==> src/rtl/fix_c_acc.sv <==
// fix_c_acc: complex accumulate-and-dump stage behind the fixed-point complex
// multiplier. Sums acc_len valid samples per frame, then applies an arithmetic
// right shift and saturates to OUT_WIDTH. Frames run back-to-back.
// A frame result is presented on a valid/ready output. The input side has no
// backpressure.
// Optional feature macro: FIX_C_ACC_ROUND_EN (round half up before the shift).
module fix_c_acc #(
  parameter int IN_WIDTH    = 16,
  parameter int OUT_WIDTH   = 16,
  parameter int MAX_LEN     = 256,
  parameter int SHIFT_MODE  = 1,
  parameter int SHIFT_CONST = 3
) (
  input  logic                                                 clk,
  input  logic                                                 rst,
  input  logic                                                 start,
  input  logic [$clog2(MAX_LEN+1)-1:0]                         acc_len,
  input  logic [$clog2(IN_WIDTH+$clog2(MAX_LEN)+1+1)-1:0]      shift_amount,
  input  logic signed [IN_WIDTH-1:0]                           in_R,
  input  logic signed [IN_WIDTH-1:0]                           in_I,
  input  logic                                                 in_valid,
  output logic signed [OUT_WIDTH-1:0]                          out_R,
  output logic signed [OUT_WIDTH-1:0]                          out_I,
  output logic                                                 out_valid,
  input  logic                                                 out_ready,
  output logic                                                 busy,
  output logic                                                 overrun
);

  localparam int ACC_WIDTH = IN_WIDTH + $clog2(MAX_LEN) + 1;
  localparam int LEN_W     = $clog2(MAX_LEN + 1);
  localparam int SH_W      = $clog2(ACC_WIDTH + 1);

  // Saturation bounds expressed in the widened (ACC_WIDTH+1) domain.
  localparam logic signed [ACC_WIDTH:0] SAT_MAX = (ACC_WIDTH+1)'((2 ** (OUT_WIDTH - 1)) - 1);
  localparam logic signed [ACC_WIDTH:0] SAT_MIN = ~SAT_MAX;

  typedef enum logic [0:0] {
    S_IDLE = 1'b0,
    S_RUN  = 1'b1
  } state_t;

  // Zero or oversize lengths select a full MAX_LEN frame.
  function automatic logic [LEN_W-1:0] clamp_len(input logic [LEN_W-1:0] len);
    if ((len == {LEN_W{1'b0}}) || (len > LEN_W'(MAX_LEN))) begin
      clamp_len = LEN_W'(MAX_LEN);
    end else begin
      clamp_len = len;
    end
  endfunction

  // Shifting by ACC_WIDTH-1 already leaves only the sign, so limit there.
  function automatic logic [SH_W-1:0] clamp_sh(input logic [SH_W-1:0] sh);
    if (sh > SH_W'(ACC_WIDTH - 1)) begin
      clamp_sh = SH_W'(ACC_WIDTH - 1);
    end else begin
      clamp_sh = sh;
    end
  endfunction

  // Scale one frame sum: optional round-half-up, arithmetic shift, saturate.
  function automatic logic signed [OUT_WIDTH-1:0] scale_sat(
    input logic signed [ACC_WIDTH-1:0] val,
    input logic        [SH_W-1:0]      sh
  );
    logic signed [ACC_WIDTH:0] ext;
    logic signed [ACC_WIDTH:0] shd;
    ext = {val[ACC_WIDTH-1], val};
`ifdef FIX_C_ACC_ROUND_EN
    if (sh != {SH_W{1'b0}}) begin
      ext = ext + $signed((ACC_WIDTH+1)'(1) << (sh - SH_W'(1)));
    end else begin
      ext = ext;
    end
`endif
    shd = ext >>> sh;
    if (shd > SAT_MAX) begin
      scale_sat = SAT_MAX[OUT_WIDTH-1:0];
    end else if (shd < SAT_MIN) begin
      scale_sat = SAT_MIN[OUT_WIDTH-1:0];
    end else begin
      scale_sat = shd[OUT_WIDTH-1:0];
    end
  endfunction

  state_t                        r_state;
  state_t                        w_state_nxt;
  logic [LEN_W-1:0]              r_len;
  logic [SH_W-1:0]               r_sh;
  logic [LEN_W-1:0]              r_cnt;
  logic signed [ACC_WIDTH-1:0]   r_acc_r;
  logic signed [ACC_WIDTH-1:0]   r_acc_i;
  logic signed [ACC_WIDTH-1:0]   r_dump_r;
  logic signed [ACC_WIDTH-1:0]   r_dump_i;
  logic [SH_W-1:0]               r_dump_sh;
  logic                          r_dump_vld;

  logic [SH_W-1:0]               w_sh_src;
  logic [LEN_W-1:0]              w_cur_len;
  logic [SH_W-1:0]               w_cur_sh;
  logic [LEN_W-1:0]              w_base_cnt;
  logic [LEN_W-1:0]              w_cnt_inc;
  logic signed [ACC_WIDTH-1:0]   w_base_r;
  logic signed [ACC_WIDTH-1:0]   w_base_i;
  logic signed [ACC_WIDTH-1:0]   w_in_r_ext;
  logic signed [ACC_WIDTH-1:0]   w_in_i_ext;
  logic signed [ACC_WIDTH-1:0]   w_sum_r;
  logic signed [ACC_WIDTH-1:0]   w_sum_i;
  logic                          w_take;
  logic                          w_last;
  logic signed [OUT_WIDTH-1:0]   w_res_r;
  logic signed [OUT_WIDTH-1:0]   w_res_i;

  assign w_sh_src = (SHIFT_MODE == 0) ? SH_W'(SHIFT_CONST) : shift_amount;

  // Next-state logic: start leaves IDLE; RUN persists until reset.
  always_comb begin
    w_state_nxt = r_state;
    case (r_state)
      S_IDLE: begin
        if (start) begin
          w_state_nxt = S_RUN;
        end else begin
          w_state_nxt = S_IDLE;
        end
      end
      S_RUN:   w_state_nxt = S_RUN;
      default: w_state_nxt = S_IDLE;
    endcase
  end

  // Accumulate datapath: a start restarts the frame and a same-cycle sample is its first.
  always_comb begin
    w_cur_len  = r_len;
    w_cur_sh   = r_sh;
    w_base_cnt = r_cnt;
    w_base_r   = r_acc_r;
    w_base_i   = r_acc_i;
    if (start) begin
      w_cur_len  = clamp_len(acc_len);
      w_cur_sh   = clamp_sh(w_sh_src);
      w_base_cnt = {LEN_W{1'b0}};
      w_base_r   = {ACC_WIDTH{1'b0}};
      w_base_i   = {ACC_WIDTH{1'b0}};
    end else begin
      w_cur_len  = r_len;
      w_cur_sh   = r_sh;
    end
    w_in_r_ext = {{(ACC_WIDTH-IN_WIDTH){in_R[IN_WIDTH-1]}}, in_R};
    w_in_i_ext = {{(ACC_WIDTH-IN_WIDTH){in_I[IN_WIDTH-1]}}, in_I};
    w_sum_r    = w_base_r + w_in_r_ext;
    w_sum_i    = w_base_i + w_in_i_ext;
    w_cnt_inc  = w_base_cnt + LEN_W'(1);
    w_take     = in_valid & (start | (r_state == S_RUN));
    w_last     = w_take & (w_cnt_inc == w_cur_len);
  end

  // Scaled result of the frame held in the dump register.
  always_comb begin
    w_res_r = scale_sat(r_dump_r, r_dump_sh);
    w_res_i = scale_sat(r_dump_i, r_dump_sh);
  end

  // State, configuration, accumulator and dump register updates.
  always_ff @(posedge clk) begin
    if (rst) begin
      r_state    <= S_IDLE;
      busy       <= 1'b0;
      r_len      <= {LEN_W{1'b0}};
      r_sh       <= {SH_W{1'b0}};
      r_cnt      <= {LEN_W{1'b0}};
      r_acc_r    <= {ACC_WIDTH{1'b0}};
      r_acc_i    <= {ACC_WIDTH{1'b0}};
      r_dump_r   <= {ACC_WIDTH{1'b0}};
      r_dump_i   <= {ACC_WIDTH{1'b0}};
      r_dump_sh  <= {SH_W{1'b0}};
      r_dump_vld <= 1'b0;
    end else begin
      r_state    <= w_state_nxt;
      busy       <= (w_state_nxt == S_RUN);
      r_len      <= w_cur_len;
      r_sh       <= w_cur_sh;
      r_dump_vld <= w_last;
      if (w_last) begin
        r_dump_r  <= w_sum_r;
        r_dump_i  <= w_sum_i;
        r_dump_sh <= w_cur_sh;
        r_acc_r   <= {ACC_WIDTH{1'b0}};
        r_acc_i   <= {ACC_WIDTH{1'b0}};
        r_cnt     <= {LEN_W{1'b0}};
      end else if (w_take) begin
        r_acc_r   <= w_sum_r;
        r_acc_i   <= w_sum_i;
        r_cnt     <= w_cnt_inc;
      end else begin
        r_acc_r   <= w_base_r;
        r_acc_i   <= w_base_i;
        r_cnt     <= w_base_cnt;
      end
    end
  end

  // Output register with valid/ready handshake and sticky overrun flag.
  always_ff @(posedge clk) begin
    if (rst) begin
      out_R     <= {OUT_WIDTH{1'b0}};
      out_I     <= {OUT_WIDTH{1'b0}};
      out_valid <= 1'b0;
      overrun   <= 1'b0;
    end else begin
      if (r_dump_vld) begin
        out_R     <= w_res_r;
        out_I     <= w_res_i;
        out_valid <= 1'b1;
      end else if (out_ready) begin
        out_valid <= 1'b0;
      end
      // A lost result is reported even if start arrives in the same cycle.
      if (r_dump_vld && out_valid && !out_ready) begin
        overrun <= 1'b1;
      end else if (start) begin
        overrun <= 1'b0;
      end
    end
  end

endmodule

==> config.mk <==
export PLATFORM = sky130hd
export DESIGN_NAME = fix_c_acc
export DESIGN_NICKNAME = d
export VERILOG_FILES = /design/src/rtl/fix_c_acc.sv
export SDC_FILE = /design/constraint.sdc
export NUM_CORES = 1
export LEC_CHECK = 0
export BUFFER_PORTS_ARGS = -buffer_cell sky130_fd_sc_hd__buf_2
export CAP_MARGIN = 30
export CORE_MARGIN = 4
export CORE_UTILIZATION = 62
export DETAILED_ROUTE_END_ITERATION = 8
export GPL_TIMING_DRIVEN = 0
export MAX_ROUTING_LAYER = met4
export PLACE_DENSITY = 0.86
export SETUP_SLACK_MARGIN = 0.02
export SLEW_MARGIN = 20
export SYNTH_ARGS = -nofsm -noshare
export SYNTH_HDL_FRONTEND = slang
export SYNTH_SLANG_ARGS = --single-unit
==> constraint.sdc <==
create_clock -name clk -period 5.09 [get_ports clk]
set_clock_uncertainty 0.15 [all_clocks]
set_input_delay 0.7635 -clock clk [delete_from_list [all_inputs] [get_ports clk]]
set_output_delay 0.7635 -clock clk [all_outputs]
set_load 0.01 [all_outputs]
### Yosys cells after proc, flatten, opt, wreduce, memory -nomap -nowiden

Index checks and enable logic that the tools add are counted.

| storage, ports and cells | value |
|---|---|
| bits in registers | 164 |
| output and inout bits | 35 |
| logic and storage cells | 58 |

| operators by class | value |
|---|---|
| add/subtract/negate cells | 3 |
| eq/ne operators | 1 |
| $lt $le $gt $ge | 6 |
| multiplexer cells | 20 |
| bitwise gates (word level) | 4 |
| shift operators | 2 |
| reduce and logical (&&, ||, !) cells | 8 |

Operator list:

| kind | number |
|---|---|
| $mux W25 | 4 |
| $mux W16 | 4 |
| $gt A26 B16 Y1 const B | 2 |
| $lt A26 B16 Y1 const B | 2 |
| $sshr A25 B5 Y26 | 2 |
| $add A25 B16 Y25 | 2 |
| $mux W9 | 4 |
| $mux W5 | 2 |
| $add A9 B1 Y9 const B | 1 |
| $eq A9 B9 Y1 | 1 |
| $gt A9 B9 Y1 const B | 1 |
| $logic_not A9 Y1 | 1 |
| $gt A5 B5 Y1 const B | 1 |
| $mux W1 | 5 |
| $reduce_bool A2 Y1 | 2 |
| $and A1 B1 Y1 | 2 |
| $logic_and A1 B1 Y1 | 2 |
| $pmux W1 S2 | 1 |
| $reduce_or A2 Y1 | 1 |
| $logic_not A1 Y1 | 1 |
| $logic_or A1 B1 Y1 | 1 |
| $not A1 Y1 | 1 |
| $or A1 B1 Y1 | 1 |

### Logic depth before layout (Yosys ltp)

| logic depth | value |
|---|---|
| depth in word-level cells | 7 |
| depth in mapped cells | 15 |

### Worst setup path before layout

OpenSTA, ideal clock, no wires.

| timing path | value |
|---|---|
| path kind | input port to flip-flop |
| from | input port start |
| to | register r_dump_i[24] |
| path buffers | 4 |
| setup slack | 0.653 ns |
| stages on the path | 15 |
| data arrival time | 4.201 ns |
| data required time | 4.854 ns |
| path through | buf_4 clkbuf_1 clkbuf_1 clkbuf_1 nor2b_1 ha_1 fa_1 a211oi_1 o211ai_1 a41oi_1 a211oi_1 o31ai_1 xnor2_1 xor2_1 a211oi_1 |

| between the ends | value |
|---|---|
| cells in the longest elaborated chain, start to end | 4 |
| elaborated cells between the ends (all ways) | 9 |
| those cells by class | add/sub: 2; eq/ne: 1; mux: 3; bitwise: 3 |

RTL lines:

| element | line | RTL |
|---|---|---|
| from (decl) | 16 | `input logic start,` |
| $mux W9 | 139 | `if (start) begin` |
| $add A9 B1 Y9 | 153 | `w_cnt_inc = w_base_cnt + LEN_W'(1);` |
| $eq A9 B9 Y1 | 155 | `w_last = w_take & (w_cnt_inc == w_cur_len);` |
| $and A1 B1 Y1 | 155 |  |
| to (signal assigned) | 175 | `r_dump_i <= {ACC_WIDTH{1'b0}};` |
| to (signal assigned) | 186 | `r_dump_i <= w_sum_i;` |
| to (decl) | 94 | `logic signed [ACC_WIDTH-1:0] r_dump_i;` |

Several ways; a longest one is shown, not always the timed one.
A chain may end at the register's enable or synchronous reset.

### Final worst setup path

| timing path | value |
|---|---|
| from | input port start |
| to | register r_dump_r[24] |

| between the ends | value |
|---|---|
| cells in the longest elaborated chain, start to end | 4 |
| elaborated cells between the ends (all ways) | 9 |
| those cells by class | add/sub: 2; eq/ne: 1; mux: 3; bitwise: 3 |

RTL lines:

| element | line | RTL |
|---|---|---|
| $mux W9 | 139 |  |
| $add A9 B1 Y9 | 153 |  |
| $eq A9 B9 Y1 | 155 |  |
| $and A1 B1 Y1 | 155 |  |
| to (signal assigned) | 174 | `r_dump_r <= {ACC_WIDTH{1'b0}};` |
| to (signal assigned) | 185 | `r_dump_r <= w_sum_r;` |
| to (decl) | 93 | `logic signed [ACC_WIDTH-1:0] r_dump_r;` |

Several ways; a longest one is shown, not always the timed one.

==> key figures <==
Status
  – Status: finished clean

CTS
  – CTS Hold Buffers Added: 0
  – Clock tree buffer depth: 2
  – Clock Latency Late Sink: 0.44 ns
  – Clock buffer count from CTS: 17
  – CTS tree: done
  – Clock transition at the registers of the reported paths: 0.07 ns
  – Clk sinks: 164
  – Root Buffer: clkbuf_16
  – H-tree levels: 4

Place
  – Port Buffers: 84
  – Pre-CTS WS: -0.651 ns
  – RePlAce Congestion: 1.02
  – Post-DP HPWL: 27200 um
  – Placed cells: 1667
  – Placed Area: 12300 um^2

Die
  – Core area: 18200 um^2
  – Starting Density: 63.8%
  – Site Rows: 49
  – Io pins: 86
  – Die ar.: 21000 um^2
  – Die H: 145 um
  – Die width: 145 um

Final layout
  – Layout Nets: 1559
  – Fill cells: 1420
  – Register area: 3280 um^2
  – Layout cells sized above 1: 16.1%
  – Final std cells w/o fill: 1698
  – P&R area growth vs syn: 11.2%
  – Non-Filler Cell Area, Final: 12900 um^2
  – # diodes: 0
  – Multi-input gate area: 7790 um^2

Timing
  – Max transition margin: 44.7%
  – Setup-failing EPs final: 0
  – Worst slew pin tran: 0.830 ns
  – RSZ-0062 raised after global routing: false
  – Final worst path period share: 89.5%
  – Pins over their slew limit: 0
  – Final hold viol count: 0
  – F_max: 0.220 GHz
  – Final min period: 4.56 ns
  – Post-route setup slack: 0.534 ns
  – Hold_ws: 0.290 ns

Yosys
  – Top cells by instance count after synthesis: 164 x dfxtp_1, 139 x nor2_1, 133 x nand2_1
  – Post-synth EDFFs: 0
  – Syn Area/Cell: 8.58 um^2
  – Synth Net Count: 1457
  – Distinct cells, synth: 87
  – Synth Instances: 1354
  – Most numerous cell in the Yosys netlist: dfxtp_1
  – Synth top area share: 28.3%
  – Yosys warning total: 0
  – Syn Std Cell Area: 11600 um^2
  – Synth area leaders: dfxtp_1 28%, mux4_2 7.6%, mux2i_1 6.7%
  – Post-synth ARST share: 0%
  – Post-synthesis register bit count: 164
  – Sequential fraction of the synthesis area: 28.3%
  – Top FF cell, synth: dfxtp_1
  – Synth area leader: dfxtp_1

Worst setup path
  – Nature of the critical path startpoint: input port
  – Worst path required time: 5.29 ns
  – Largest fanout on the critical path: 16
  – Crit Path Class: input port to flop
  – Worst Path Arrival: 4.75 ns
  – CP endpoint kind: flop

GRT
  – Gr ovfl total: 0
  – Largest net degree at the start of global routing: 17
  – First-pass GRT wire length: 56100 um
  – Initial antenna violation count: 0
  – GRT Util Overall: 35.3%
  – Vias in the first global route: 10439

Route
  – Vias: 11129
  – Vias/cell: 6.55
  – Detailed Route Iter0 Violations: 1119
  – DRC: 0
  – Initial DRT Pass Iterations: 6
  – ANT nets after route: 0
  – Post-Route WL: 35700 um
  – DR WL/cell: 21.0 um

Power
  – Static Leak: 5.16 nW
  – Peak VDD IR: 0.274 mV
  – Final Power: 0.00322 W
  – PD cells: 250 nW/um^2

Worst hold path
  – Hold crit path type: flop to flop

Run
  – Maxcap violations: 0
## critical path, stage by stage
cell and delay (ns):
buf_4 0.21, clkbuf_2 0.33, clkbuf_2 0.39, nor2b_1 0.13, ha_1 0.25, fa_1 0.43
a211oi_1 0.40, o211ai_1 0.17, o211a_1 0.18, o211ai_1 0.31, a31o_2 0.25, mux2i_1 0.40
o21ai_0 0.22, a311oi_2 0.31
## sequential cells by signal, summed over array words and instances (netlist names)
register    cells
out_I          16
out_R          16
out_valid       1
overrun         1
r_acc_i        25
r_acc_r        25
r_cnt           9
r_dump_i       25
r_dump_r       25
r_dump_sh       5
r_dump_vld      1
r_len           9
r_sh            5
r_state         1
## placed cells by master (no fill, tap or decap), types with 5 or more instances in the layout
cell type	n
mux2_2	12
a22o_1	5
and3_1	12
a221oi_1	5
nand3_1	29
nand4_1	6
a31oi_1	13
nor4_1	5
o21a_1	9
xnor2_1	39
or2_2	5
nand2_1	133
clkbuf_1	49
o22ai_1	15
o21ai_1	6
o211ai_1	21
a221o_1	12
mux4_2	39
buf_1	5
nand2b_1	14
a21oi_1	112
o21bai_1	7
a22oi_1	5
buf_2	105
nor2_1	139
nor3_1	21
or3_1	10
xor2_1	23
clkbuf_16	17
a21o_1	19
mux2i_1	78
nor2b_1	67
buf_4	6
buf_6	10
o21ai_0	50
ha_1	50
and2_1	6
a211oi_1	37
dfxtp_1	164
inv_1	15
## per-stage QoR
stage               TNS [ns]  utilization [%]
finish                     0             70.9
global placement       -5.83             67.7
global route               0             70.9
detailed placement    -17.76             67.7
CTS                        0             71.0
floorplan                  0                -
## layout make-up
class | count | area share [%]
Multi-Input combinational cell | 1078 | 60.3
Sequential cell | 164 | 25.4
Buffer | 91 | 3.62
Clock buffer | 19 | 3.35
Timing Repair Buffer | 84 | 3.25
Tap cell | 229 | 2.22
Clock inverter | 13 | 1.27
Inverter | 20 | 0.581
## per-layer routing
layer / vias up / share of wire [%] / GRT usage [%]
met2: 601 / 45 / 52.9
met1: 5222 / 41 / 45.4
met3: 130 / 8.7 / 6.47
met5: - / 0 / -
met4: 0 / 5.6 / 18.9
li1: 5176 / - / -
## what timing repair did
action                                 CTS  global route
endpoints found under the hold margin    0             0
setup endpoints to repair                6             3
buffers inserted                         0             0
resized for setup                        2             0
cloned                                   0             0
## kinds of logic (layout without fill, tap and decap cells)
| group | Yosys count | count (layout) | share of synthesized area [%] |
|---|---|---|---|
| buffers and inverters | 112 | 227 | 4.69 |
| xor gates and xnor gates | 62 | 62 | 4.68 |
| and+or+nand+nor | 469 | 469 | 19.5 |
| DFF | 164 | 164 | 28.3 |
| adders and majority gates | 52 | 52 | 5.73 |
| muxes | 133 | 133 | 16.1 |
| AOI/OAI and AO/OA | 362 | 362 | 21.0 |
## path summary, 6_finish.rpt
path | start | end | cells past startpoint | slack, ns
max | start | r_dump_r[24] | 14 | 0.53
min | out_R[4] | out_R[4] | 2 | 0.29
max reg2reg | r_acc_r[0] | r_dump_r[24] | 11 | 1.50
min reg2reg | out_R[4] | out_R[4] | 2 | 0.29
## power breakdown
part	total [W]	internal (W)	switching [W]
Sequential	0.00134	0.00132	0.0000190
Clock	0.00133	0.000742	0.000587
Combinational	0.000554	0.000205	0.000348
Note: power is estimated with default switching activity, not from simulation.
